### src/rtl/count_step_gen.sv
// -----------------------------------------------------------------------------
// count_step_gen
//
// Produces the single-cycle step commands (en + inc or en + dec) for one
// count_gate instance. There are two sources:
//   - run mode (mode = 0): every prescaler tick becomes one increment step.
//   - set mode (mode = 1): debounced up/down buttons give one step on press,
//     then auto-repeat steps while the button is held.
//
// Ports:
//   clk        system clock
//   reset_n    asynchronous active-low reset
//   mode       0 = run (tick-driven), 1 = set (button-driven), clk-synchronous
//   tick       single-cycle prescaler strobe, clk-synchronous
//   btn_up     raw up button, active-high, asynchronous
//   btn_dn     raw down button, active-high, asynchronous
//   en         step strobe            -> count_gate.en
//   inc        increment select       -> count_gate.inc
//   dec        decrement select       -> count_gate.dec
//   repeating  high while auto-repeat is active
//
// All outputs are registered. A step is exactly one cycle with en = 1 and
// exactly one of inc/dec = 1; otherwise en = inc = dec = 0.
// -----------------------------------------------------------------------------
module count_step_gen #(
  parameter int SYNC_STAGES   = 2,   // synchroniser depth per button (>= 2)
  parameter int DEB_CYCLES    = 16,  // stable samples to change a debounced level
  parameter int HOLD_CYCLES   = 64,  // first step to first auto-repeat step
  parameter int REPEAT_CYCLES = 16,  // spacing of auto-repeat steps
  parameter int TMR_W         = 8    // timer width, holds the largest count above
) (
  input  logic clk,
  input  logic reset_n,
  input  logic mode,
  input  logic tick,
  input  logic btn_up,
  input  logic btn_dn,
  output logic en,
  output logic inc,
  output logic dec,
  output logic repeating
);

  // Terminal timer values, sized to the timer width.
  localparam logic [TMR_W-1:0] DEB_LAST  = TMR_W'(DEB_CYCLES - 1);
  localparam logic [TMR_W-1:0] HOLD_LAST = TMR_W'(HOLD_CYCLES - 1);
  localparam logic [TMR_W-1:0] REP_LAST  = TMR_W'(REPEAT_CYCLES - 1);
  localparam logic [TMR_W-1:0] TMR_ONE   = TMR_W'(1);

  // ---------------------------------------------------------------------------
  // Button conditioning: index 0 = up, index 1 = down.
  // ---------------------------------------------------------------------------
  logic [1:0] btn_raw;
  logic [1:0] btn_sync;
  logic [1:0] btn_db;

  assign btn_raw = {btn_dn, btn_up};

  generate
    for (genvar gi = 0; gi < 2; gi++) begin : g_btn
      logic [SYNC_STAGES-1:0] sync_q;
      logic                   db_q;
      logic                   db_d;
      logic [TMR_W-1:0]       deb_cnt_q;
      logic [TMR_W-1:0]       deb_cnt_d;

      // Plain shift-register synchroniser; stage 0 sees the raw pad.
      always_ff @(posedge clk or negedge reset_n) begin
        if (!reset_n) begin
          sync_q <= '0;
        end else begin
          sync_q <= {sync_q[SYNC_STAGES-2:0], btn_raw[gi]};
        end
      end

      assign btn_sync[gi] = sync_q[SYNC_STAGES-1];

      // The counter measures how long the synchronised level has disagreed
      // with the debounced level. Any agreement restarts it, so only a run of
      // DEB_CYCLES consecutive disagreeing samples flips the debounced level.
      always_comb begin
        db_d      = db_q;
        deb_cnt_d = '0;
        if (btn_sync[gi] != db_q) begin
          if (deb_cnt_q >= DEB_LAST) begin
            db_d      = ~db_q;
            deb_cnt_d = '0;
          end else begin
            deb_cnt_d = deb_cnt_q + TMR_ONE;
          end
        end
      end

      always_ff @(posedge clk or negedge reset_n) begin
        if (!reset_n) begin
          db_q      <= 1'b0;
          deb_cnt_q <= '0;
        end else begin
          db_q      <= db_d;
          deb_cnt_q <= deb_cnt_d;
        end
      end

      assign btn_db[gi] = db_q;
    end
  endgenerate

  logic up_db;
  logic dn_db;

  assign up_db = btn_db[0];
  assign dn_db = btn_db[1];

  // ---------------------------------------------------------------------------
  // Run-mode path: tick is registered once, then turned into a step on the
  // following edge by the output register below.
  // ---------------------------------------------------------------------------
  logic tick_q;

  always_ff @(posedge clk or negedge reset_n) begin
    if (!reset_n) begin
      tick_q <= 1'b0;
    end else begin
      tick_q <= tick & ~mode;
    end
  end

  // ---------------------------------------------------------------------------
  // Set-mode FSM with registered outputs.
  // ---------------------------------------------------------------------------
  typedef enum logic [1:0] {
    ST_LOCK,
    ST_IDLE,
    ST_WAIT_HOLD,
    ST_REPEAT
  } state_t;

  state_t           state_q;
  logic             dir_dn_q;   // latched direction: 0 = up, 1 = down
  logic [TMR_W-1:0] tmr_q;
  logic             en_q;
  logic             inc_q;
  logic             dec_q;
  logic             rep_q;

  // Latched button and the opposite button, relative to the held direction.
  logic held_db;
  logic other_db;

  assign held_db  = dir_dn_q ? dn_db : up_db;
  assign other_db = dir_dn_q ? up_db : dn_db;

  always_ff @(posedge clk or negedge reset_n) begin
    if (!reset_n) begin
      state_q  <= ST_LOCK;
      dir_dn_q <= 1'b0;
      tmr_q    <= '0;
      en_q     <= 1'b0;
      inc_q    <= 1'b0;
      dec_q    <= 1'b0;
      rep_q    <= 1'b0;
    end else begin
      // Strobe outputs are low unless a step is issued this edge.
      en_q  <= 1'b0;
      inc_q <= 1'b0;
      dec_q <= 1'b0;
      rep_q <= 1'b0;

      // tick_q is only ever set while mode was 0, and the FSM is held in
      // LOCK on that same edge, so a run step can never meet a button step.
      if (tick_q) begin
        en_q  <= 1'b1;
        inc_q <= 1'b1;
      end

      if (!mode) begin
        // Run mode owns the outputs; buttons are ignored entirely.
        state_q <= ST_LOCK;
        tmr_q   <= '0;
      end else begin
        case (state_q)
          ST_IDLE: begin
            if (up_db && dn_db) begin
              state_q <= ST_LOCK;
            end else if (up_db ^ dn_db) begin
              en_q     <= 1'b1;
              inc_q    <= up_db;
              dec_q    <= dn_db;
              dir_dn_q <= dn_db;
              tmr_q    <= '0;
              state_q  <= ST_WAIT_HOLD;
            end
          end

          ST_WAIT_HOLD: begin
            // Exit conditions take priority over a timer expiring on the
            // same cycle, so no step leaks out on release.
            if (!held_db) begin
              state_q <= ST_IDLE;
            end else if (other_db) begin
              state_q <= ST_LOCK;
            end else if (tmr_q >= HOLD_LAST) begin
              en_q    <= 1'b1;
              inc_q   <= ~dir_dn_q;
              dec_q   <= dir_dn_q;
              tmr_q   <= '0;
              rep_q   <= 1'b1;
              state_q <= ST_REPEAT;
            end else begin
              tmr_q <= tmr_q + TMR_ONE;
            end
          end

          ST_REPEAT: begin
            if (!held_db) begin
              state_q <= ST_IDLE;
            end else if (other_db) begin
              state_q <= ST_LOCK;
            end else begin
              rep_q <= 1'b1;
              if (tmr_q >= REP_LAST) begin
                en_q  <= 1'b1;
                inc_q <= ~dir_dn_q;
                dec_q <= dir_dn_q;
                tmr_q <= '0;
              end else begin
                tmr_q <= tmr_q + TMR_ONE;
              end
            end
          end

          ST_LOCK: begin
            // Leave only after a full release of both buttons.
            if (!up_db && !dn_db) begin
              state_q <= ST_IDLE;
            end
          end

          default: begin
            state_q <= ST_LOCK;
          end
        endcase
      end
    end
  end

  assign en        = en_q;
  assign inc       = inc_q;
  assign dec       = dec_q;
  assign repeating = rep_q;

endmodule

### config.mk
export PLATFORM = sky130hd
export DESIGN_NAME = count_step_gen
export DESIGN_NICKNAME = d
export VERILOG_FILES = /design/src/rtl/count_step_gen.sv
export SDC_FILE = /design/constraint.sdc
export NUM_CORES = 1
export LEC_CHECK = 0
export ABC_AREA = 1
export CORE_UTILIZATION = 50
export CTS_BUF_LIST = sky130_fd_sc_hd__clkbuf_4
export CTS_CLUSTER_DIAMETER = 60
export DETAILED_ROUTE_END_ITERATION = 8
export PLACE_DENSITY = 0.82
export SLEW_MARGIN = 20
export SYNTH_ARGS = -nofsm -noshare
export SYNTH_HDL_FRONTEND = slang
export SYNTH_SLANG_ARGS = --single-unit
### constraint.sdc
create_clock -name clk -period 1.7 [get_ports clk]
set_input_delay 0.34 -clock clk [delete_from_list [all_inputs] [get_ports clk]]
set_output_delay 0.34 -clock clk [all_outputs]
set_load 0.005 [all_outputs]
==> impl_metrics.json, run 1 <==
{
  "worstHoldPathType": "flip-flop to flip-flop",
  "yosysTopAreaCell": "dfrtp_1",
  "multiInputGateArea_um2": 987,
  "min_path_cells": 0,
  "ios": 10,
  "yosysWarningCount": 0,
  "r2r_cells": 11,
  "ys.flop_type": "dfrtp_1",
  "numPortBuffers": 9,
  "dr.first_iter.drc_count": 114,
  "antennaDiodeCount": 0,
  "fin_total_pwr_mw": 2.52,
  "syn_inst": 245,
  "clock-root-buffer": "clkbuf_4",
  "final_min_period_over_clock_period": 0.951,
  "drc": 0,
  "initial_utilization": 0.534,
  "clock-sinks": 38,
  "area_growth_syn_to_layout_pct": 21.0,
  "synthArstFlopShare": 1.00,
  "status": "complete, no violations",
  "peakVddDrop_mv": 0.835,
  "core_mm2": 0.00374,
  "die_w_um": 65.2,
  "fp-row-count": 22,
  "ys_ff_latch": 38,
  "finalWirelength_um": 4020,
  "cp_max_fo": 6,
  "grt_pass1_wl_um": 6640,
  "end_kind": "flip-flop",
  "syn_area_mm2": 0.00200,
  "num_vias": 1682,
  "nets": 298,
  "dieHeight_um": 65.2,
  "dp.cells": 318,
  "gp_congestion": 0.906,
  "period_minus_slack_ns": 1.62,
  "synth_edf_count": 0,
  "overflow": 0,
  "ys_seq_area_frac": 0.476,
  "via_per_inst": 5.10,
  "numCtsBuffers": 5,
  "ant_nets": 0,
  "synth_fa_ha_area_frac": 0.0689,
  "r2r_setup_slack_ns": 0.08,
  "first_pass_iters": 4,
  "synth_mux_area_frac": 0,
  "synth_compound_area_frac": 0.0413,
  "hold_viol": 0,
  "antenna_found_initial": 0,
  "seq_area_um2": 951,
  "syn_area_per_cell_um2": 8.16,
  "leakagePower_nw": 1.24,
  "p_per_area_mw_per_mm2": 1040,
  "finClkSkew_ns": 0.0130,
  "first_global_vias": 1601,
  "setup_viol": 0,
  "synthDominantCellAreaShare": 0.476,
  "drv_slew": 0,
  "drive_above_1_share": 0.163,
  "utilization": 0.646,
  "grt_max_degree": 24,
  "fillers": 345,
  "dieArea_mm2": 0.00425,
  "htreeDepth": 2,
  "cts_tree": "done",
  "setup_tns_ns": 0,
  "hold_ws_ns": 0.359,
  "grtUsageTotal": 0.210,
  "cp.required_ns": 1.93,
  "synth_xor_area_frac": 0.0307,
  "clock_latency_ns": 0.35,
  "cap_violations": 0,
  "synth_top_family_by_area": "simple AND/OR/NAND/NOR gates",
  "synth_common_cells": "63 x nand2_1, 38 x dfrtp_1, 30 x nand3_1, 30 x nor2_1, 24 x inv_1",
  "synthSimpleGateAreaFrac": 0.314,
  "ys_types": 25,
  "max_freq_ghz": 0.619,
  "dp_hpwl_um": 2900,
  "critPathArrivalTime_ns": 1.85,
  "cts.clk_slew.worst_paths_ns": 0.11,
  "startpoint_type": "flip-flop",
  "setup.worst_path.class": "flip-flop to flip-flop",
  "fin_cells": 330,
  "cts_buffer_depth": 2,
  "avgRoutedWirePerCell_um": 12.2,
  "synth.area.top_cells": "dfrtp_1 48%, nand2_1 12%, nand3_1 7.5%",
  "synthMostInstantiatedCell": "nand2_1"
}
## metal layers
layer,vias to the layer above,part of all wire,track usage
met5,-,0,0
met4,0,0.020,0.101
met3,9,0.049,0.0486
met2,38,0.50,0.361
met1,796,0.43,0.245
li1,839,-,-
## layout by cell type, fill, tap and decap left out, types with 6 or more instances in the layout
master and count:
o21ai_0 7, ha_1 7, clkdlybuf4s50_1 8, conb_1 8, buf_4 15, dfrtp_1 38
inv_1 24, nand3_1 29, nor2_1 30, nand4_1 6, nand2_1 62
## cell families after synthesis
logic type / after synthesis
AO/OA/AOI/OAI: 15
XOR/XNOR: 7
adder cells (fa/ha/maj): 11
buffers and inverters: 33
flip-flops: 38
other: 1
AND/OR/NAND/NOR: 140
## cell type report
class / instances / area share
Sequential cell: 38 / 0.393
Timing Repair Buffer: 25 / 0.0859
Multi-Input combinational cell: 182 / 0.408
Inverter: 29 / 0.0460
Clock inverter: 3 / 0.0264
Clock buffer: 5 / 0.0155
Tap cell: 48 / 0.0248
## worst paths after layout
check | from | endpoint
worst max-delay path | dn_db | tmr_q[3]
max in group asynchronous | reset_n | tmr_q[1]
worst max register to register | dn_db | tmr_q[3]
min in group asynchronous | reset_n | g_btn[0].deb_cnt_q[0]
worst min-delay path | g_btn[1].sync_q[0] | g_btn[1].sync_q[1]
worst min register to register | g_btn[1].sync_q[0] | g_btn[1].sync_q[1]
## metrics by stage
step | cell area, um2 | setup slack (ns)
floorplan | 2020 | 0.102
global placement | 2240 | 0.0192
detailed placement | 2240 | -0.0404
CTS | 2360 | 0.0255
global route | 2420 | -0.0205
finish | 2420 | 0.0833
## where the power goes
part	switching [mW]	leakage (nW)	total (mW)	internal [mW]
logic	0.470	0.691	0.758	0.288
clock network	0.297	0.0528	0.750	0.453
registers	0.0503	0.492	1.01	0.962
## worst max-delay path, cell delays in order, from the launching register on
cell and delay, ns:
dfrtp_1 0.38, inv_2 0.07, ha_1 0.29, inv_1 0.08, nand3_2 0.08, nand2_1 0.06, inv_1 0.09, nand3_4 0.12
nor2_8 0.15, inv_4 0.05, nand2_1 0.06, nand2_1 0.07
## sequential cells by signal, summed over array words and instances (netlist names), 2 cells and up
name and flops:
g_btn.deb_cnt_q 16, tmr_q 8, g_btn.sync_q 4, state_q 2
## timing repair
action	in CTS	in global routing
hold buffers	1	0
setup buffers	0	2
gates resized for setup	0	9
endpoints found under the setup margin	0	9
hold endpoints to repair	21	0
(Power assumes the default switching activity.)
==> inputs of run 2 (changes only) <==
- CTS_BUF_LIST: sky130_fd_sc_hd__clkbuf_4 -> sky130_fd_sc_hd__clkbuf_4 sky130_fd_sc_hd__clkbuf_8
- TNS_END_PERCENT: unset -> 5
==> run 2 against run 1 <==
Effect of this change:
- hold slack got worse by 0.35 ns
- critical path type unchanged
- register-to-register slack barely moved
- die area unchanged
- fmax increased by 0.71%
- wire length shrank 4.6%
- setup slack improved by 0.011 ns
- first-iteration DRC count is 39% lower
- critical path depth unchanged
- power rose by 5.2%
- largest power group unchanged
- combinational power down 7.4%
- clock skew fell by 0.0070 ns
==> impl_metrics.json, run 2 (synthesized netlist as in run 1, its figures left out) <==
{
  "dr.first_iter.drc_count": 69,
  "cts_setup_buffers": 0,
  "layout_common_cells": "62 x nand2_1, 38 x dfrtp_1, 29 x nand3_1, 28 x nor2_1, 24 x inv_1",
  "cap_violations": 0,
  "clock-sinks": 38,
  "regMostFlops": "g_btn.deb_cnt_q",
  "grt_max_degree": 24,
  "crit_top_cell": "nand2_1",
  "end_kind": "flip-flop",
  "critPathArrivalTime_ns": 1.78,
  "cp_max_fo": 10,
  "finalWirelength_um": 3840,
  "cp.required_ns": 1.87,
  "layout_commonest_cell": "nand2_1",
  "worst_path_max_delay_cell": "dfrtp_1",
  "avgRoutedWirePerCell_um": 11.8,
  "numCtsBuffers": 5,
  "die_w_um": 65.2,
  "hold_viol": 0,
  "dp_hpwl_um": 2900,
  "drv_slew": 0,
  "via_per_inst": 4.97,
  "r2r_cells": 11,
  "core_mm2": 0.00374,
  "hold_ws_ns": 0.00731,
  "seq_area_um2": 951,
  "peakVddDrop_mv": 0.856,
  "status": "complete, no violations",
  "clock_latency_ns": 0.29,
  "ant_nets": 0,
  "finClkSkew_ns": 0.00606,
  "first_global_vias": 1594,
  "period_minus_slack_ns": 1.61,
  "cts.clk_slew.worst_paths_ns": 0.07,
  "grt_pass1_wl_um": 6670,
  "drive_above_1_share": 0.165,
  "worst_slack_ns": 0.0947,
  "fillers": 349,
  "cts_buffer_depth": 2,
  "max_freq_ghz": 0.623,
  "leakagePower_nw": 1.23,
  "worstHoldPathType": "primary input to async pin",
  "fin_total_pwr_mw": 2.65,
  "crit_family": "simple AND/OR/NAND/NOR gates",
  "antenna_found_initial": 0,
  "crit_buf_inv": 4,
  "overflow": 0,
  "multiInputGateArea_um2": 966,
  "reg.largest.list": "g_btn.deb_cnt_q: 16 flops, tmr_q: 8 flops, g_btn.sync_q: 4 flops",
  "nets": 294,
  "num_vias": 1620,
  "cp.depth": 11,
  "gp_congestion": 0.906,
  "dieArea_mm2": 0.00425,
  "numPortBuffers": 9,
  "cts_tree": "done",
  "p_per_area_mw_per_mm2": 1100,
  "clock-root-buffer": "clkbuf_8",
  "rsz0062_at_grt": "false",
  "fp-row-count": 22,
  "dp_worst_setup_slack_ns": -0.0404,
  "antennaDiodeCount": 0,
  "dieHeight_um": 65.2,
  "crit_chain": "inv_2, ha_1, inv_1, nand3_2, nand2_1, inv_1, nand3_2, nor2_8, inv_4, nand2_1, nand2_1",
  "largest_register_ffs": 16,
  "first_pass_iters": 5,
  "setup.worst_path.class": "flip-flop to flip-flop",
  "max_stage_delay_ns": 0.36,
  "setup_viol": 0,
  "drc": 0,
  "final_min_period_over_clock_period": 0.944,
  "area_growth_syn_to_layout_pct": 20.8,
  "grtUsageTotal": 0.208,
  "initial_utilization": 0.534,
  "ios": 10,
  "startpoint_type": "flip-flop",
  "htreeDepth": 2
}
## run 2: per-stage QoR
stage                     setup TNS (ns)   util  area [um2]  std cells
final                                  0  0.645        2410        326
after global routing                   0  0.645        2410        326
after CTS                              0  0.638        2390        326
after detailed placement          -0.104  0.600        2240        318
after global placement                 0  0.600        2240        318
after floorplan                        0      -        2020        252
## run 2: what timing repair did
item                       CTS  global route
hold buffers                 0             0
resized for setup            0             9
setup endpoints to repair    0             9
## run 2: area by class of cell
type,count,area share
Multi-Input combinational cell,181,0.400
Timing Repair Buffer,22,0.0757
Sequential cell,38,0.394
Clock buffer,6,0.0342
Inverter,29,0.0461
Tap cell,48,0.0249
Clock inverter,2,0.0249
## run 2: report_power, final
part | switching (mW) | internal [mW]
Sequential | 0.0505 | 0.962
Clock | 0.310 | 0.626
Combinational | 0.440 | 0.262
## run 2: metal layers
metal / global-route usage / part of all wire
met1: 0.250 / 0.46
met2: 0.361 / 0.49
met3: 0.0434 / 0.028
met4: 0.0842 / 0.019
met5: 0 / 0
## run 2: worst paths after layout
| check | end | startpoint | slack [ns] |
|---|---|---|---|
| max | tmr_q[3] | dn_db | 0.09 |
| min | g_btn[0].sync_q[0] | reset_n | 0.007 |
| max reg2reg | tmr_q[3] | dn_db | 0.09 |
| min reg2reg | g_btn[1].sync_q[1] | g_btn[1].sync_q[0] | 0.36 |
| max in group asynchronous | g_btn[1].sync_q[1] | reset_n | 1.17 |
| min in group clk | g_btn[1].sync_q[1] | g_btn[1].sync_q[0] | 0.36 |
## run 2: worst register-to-register path, delay by kind of cell (launching register included)
family                   cells  cell delay (ns)
adder cells (fa/ha/maj)      1             0.30
buffers and inverters        4             0.28
flip-flops                   1             0.36
AND/OR/NAND/NOR              6             0.55
==> inputs of run 3 (changes only) <==
==> constraint.sdc (replaced) <==
create_clock -name clk -period 1.4 [get_ports clk]
set_input_delay 0.28 -clock clk [delete_from_list [all_inputs] [get_ports clk]]
set_output_delay 0.28 -clock clk [all_outputs]
set_load 0.01 [all_outputs]
==> run 3 against run 2 <==
Effect of this change:
- the flow now finishes with violations (negative setup slack)
- clock-buffer cell count is 1 lower
- hold slack better by 0.34 ns
- power is 32% higher
- wire length is 13% higher
- fmax is 5.1% higher
- critical path type unchanged
==> impl_metrics.json, run 3 (synthesized netlist as in run 1, its figures left out) <==
{
  "status": "finished with violations",
  "violations": "negative setup slack",
  "finalWirelength_um": 4350,
  "layout_common_cells": "57 x nand2_1, 34 x dfrtp_1, 29 x nand3_1, 29 x buf_4, 25 x nor2_1",
  "placed_area_mm2": 0.00239,
  "cap_violations": 0,
  "hold_ws_ns": 0.350,
  "regMostFlops": "g_btn.deb_cnt_q",
  "startpoint_type": "flip-flop",
  "numCtsBuffers": 5,
  "setup_viol": 12,
  "cp.required_ns": 1.59,
  "reg.largest.list": "g_btn.deb_cnt_q: 16 flops, tmr_q: 8 flops, g_btn.sync_q: 4 flops",
  "worstHoldPathType": "flip-flop to flip-flop",
  "hold_viol": 0,
  "clock-root-buffer": "clkbuf_8",
  "r2r_setup_slack_ns": -0.13,
  "gp_congestion": 0.899,
  "critPathArrivalTime_ns": 1.72,
  "leakagePower_nw": 1.34,
  "final_min_period_over_clock_period": 1.09,
  "die_w_um": 65.2,
  "core_mm2": 0.00374,
  "min_path_cells": 0,
  "first_pass_iters": 4,
  "cts_tree": "done",
  "cts_buffer_depth": 2,
  "reg2reg_to": "tmr_q[3]",
  "initial_utilization": 0.534,
  "grtUsageTotal": 0.235,
  "antennaDiodeCount": 0,
  "finClkSkew_ns": 0.00560,
  "largest_register_ffs": 16,
  "avgRoutedWirePerCell_um": 12.6,
  "r2r_cells": 10,
  "whs_endpoint": "g_btn[1].sync_q[1]",
  "cts.clk_slew.worst_paths_ns": 0.08,
  "dp_worst_setup_slack_ns": -0.217,
  "overflow": 0,
  "setup.worst_path.class": "flip-flop to flip-flop",
  "rsz0062_at_grt": "true",
  "first_global_vias": 1757,
  "dr.first_iter.drc_count": 104,
  "antenna_found_initial": 0,
  "postLayoutCellArea_mm2": 0.00267,
  "ant_nets": 0,
  "dieHeight_um": 65.2,
  "cp_max_fo": 5,
  "drv_slew": 0,
  "hp-start": "g_btn[1].sync_q[0]",
  "via_per_inst": 5.03,
  "htreeDepth": 2,
  "clock-sinks": 38,
  "grt_pass1_wl_um": 7470,
  "drive_above_1_share": 0.290,
  "dieArea_mm2": 0.00425,
  "grt_max_degree": 26,
  "worst_slack_ns": -0.128,
  "area_growth_syn_to_layout_pct": 33.6,
  "dp.cells": 332,
  "period_minus_slack_ns": 1.53,
  "rr_startpoint": "state_q[0]",
  "numPortBuffers": 9,
  "num_vias": 1734,
  "layout_commonest_cell": "nand2_1",
  "p_per_area_mw_per_mm2": 1320,
  "fp-row-count": 22,
  "nets": 313,
  "end_kind": "flip-flop",
  "clock_latency_ns": 0.30,
  "setup_tns_ns": -0.872,
  "ios": 10,
  "drc": 0,
  "dp_hpwl_um": 2970,
  "max_freq_ghz": 0.654,
  "peakVddDrop_mv": 0.969,
  "fin_cells": 345
}
-- run 3: changes by cell type in the layout (fill, tap and decap cells not counted), sizes merged --
cell           before  now
dlygate4sd2         0    4
dlygate4sd3         0    1
nor2               32   33
clkdlybuf4s50       8    4
clkbuf              6    5
buf                14   31
clkinv              0    1
-- run 3: layout make-up --
cell class / instances / area, um2
flip-flops and latches: 38 / 956
inverters: 29 / 119
fillers: 279 / 1070
clock inverters: 3 / 68.8
multi-input cells: 182 / 1070
clock buffers: 5 / 68.8
well taps: 48 / 60.1
repair buffers: 40 / 328
-- run 3: critical path, cell delays in order (launching register included) --
cell and delay, ns:
dfrtp_2 0.45, inv_4 0.07, ha_4 0.25, nand3b_1 0.09, nand2_1 0.07, inv_2 0.07, nand3_4 0.10, nor2_8 0.15
inv_4 0.06, nand2_2 0.06, nand2_1 0.06
-- run 3: routing by layer --
layer	vias up	wire length, um	part of all wire	GRT usage
met5	-	0	0	0
met1	799	1820	0.42	0.259
met2	47	2220	0.51	0.416
met3	13	182	0.042	0.0660
met4	0	121	0.028	0.109
li1	875	-	-	-
-- run 3: worst max path at each step --
stage / slack, ns / startpoint / endpoint
5_1_grt: -0.21 / state_q[0] / tmr_q[3]
3_5_place_dp: -0.22 / mode / tmr_q[0]
6_report: -0.13 / state_q[0] / tmr_q[3]
4_1_cts: -0.18 / state_q[1] / tmr_q[3]
2_1_floorplan: -0.05 / g_btn[0].db_q / tmr_q[0]
3_3_place_gp: -0.19 / mode / tmr_q[3]
-- run 3: per-stage QoR --
stage / total power [mW] / util
2_1_floorplan: 1.84 / -
3_3_place_gp: 2.14 / 0.638
3_5_place_dp: 2.17 / 0.638
4_1_cts: 3.48 / 0.704
5_1_grt: 3.71 / 0.713
6_report: 3.51 / 0.713
-- run 3: where the power goes --
part           total (mW)  switching [mW]  internal, mW
combinational        1.13           0.663         0.463
sequential           1.26          0.0858          1.17
clock                1.13           0.414         0.714
total                3.51            1.16          2.35
-- run 3: what timing repair did --
| action | CTS | global route |
|---|---|---|
| setup buffers | 2 | 1 |
| cloned | 1 | 0 |
| hold endpoints to repair | 13 | 0 |
| hold buffers | 1 | 0 |
| endpoints found under the setup margin | 18 | 16 |
| pin swaps | 6 | 5 |
| resized for setup | 27 | 12 |
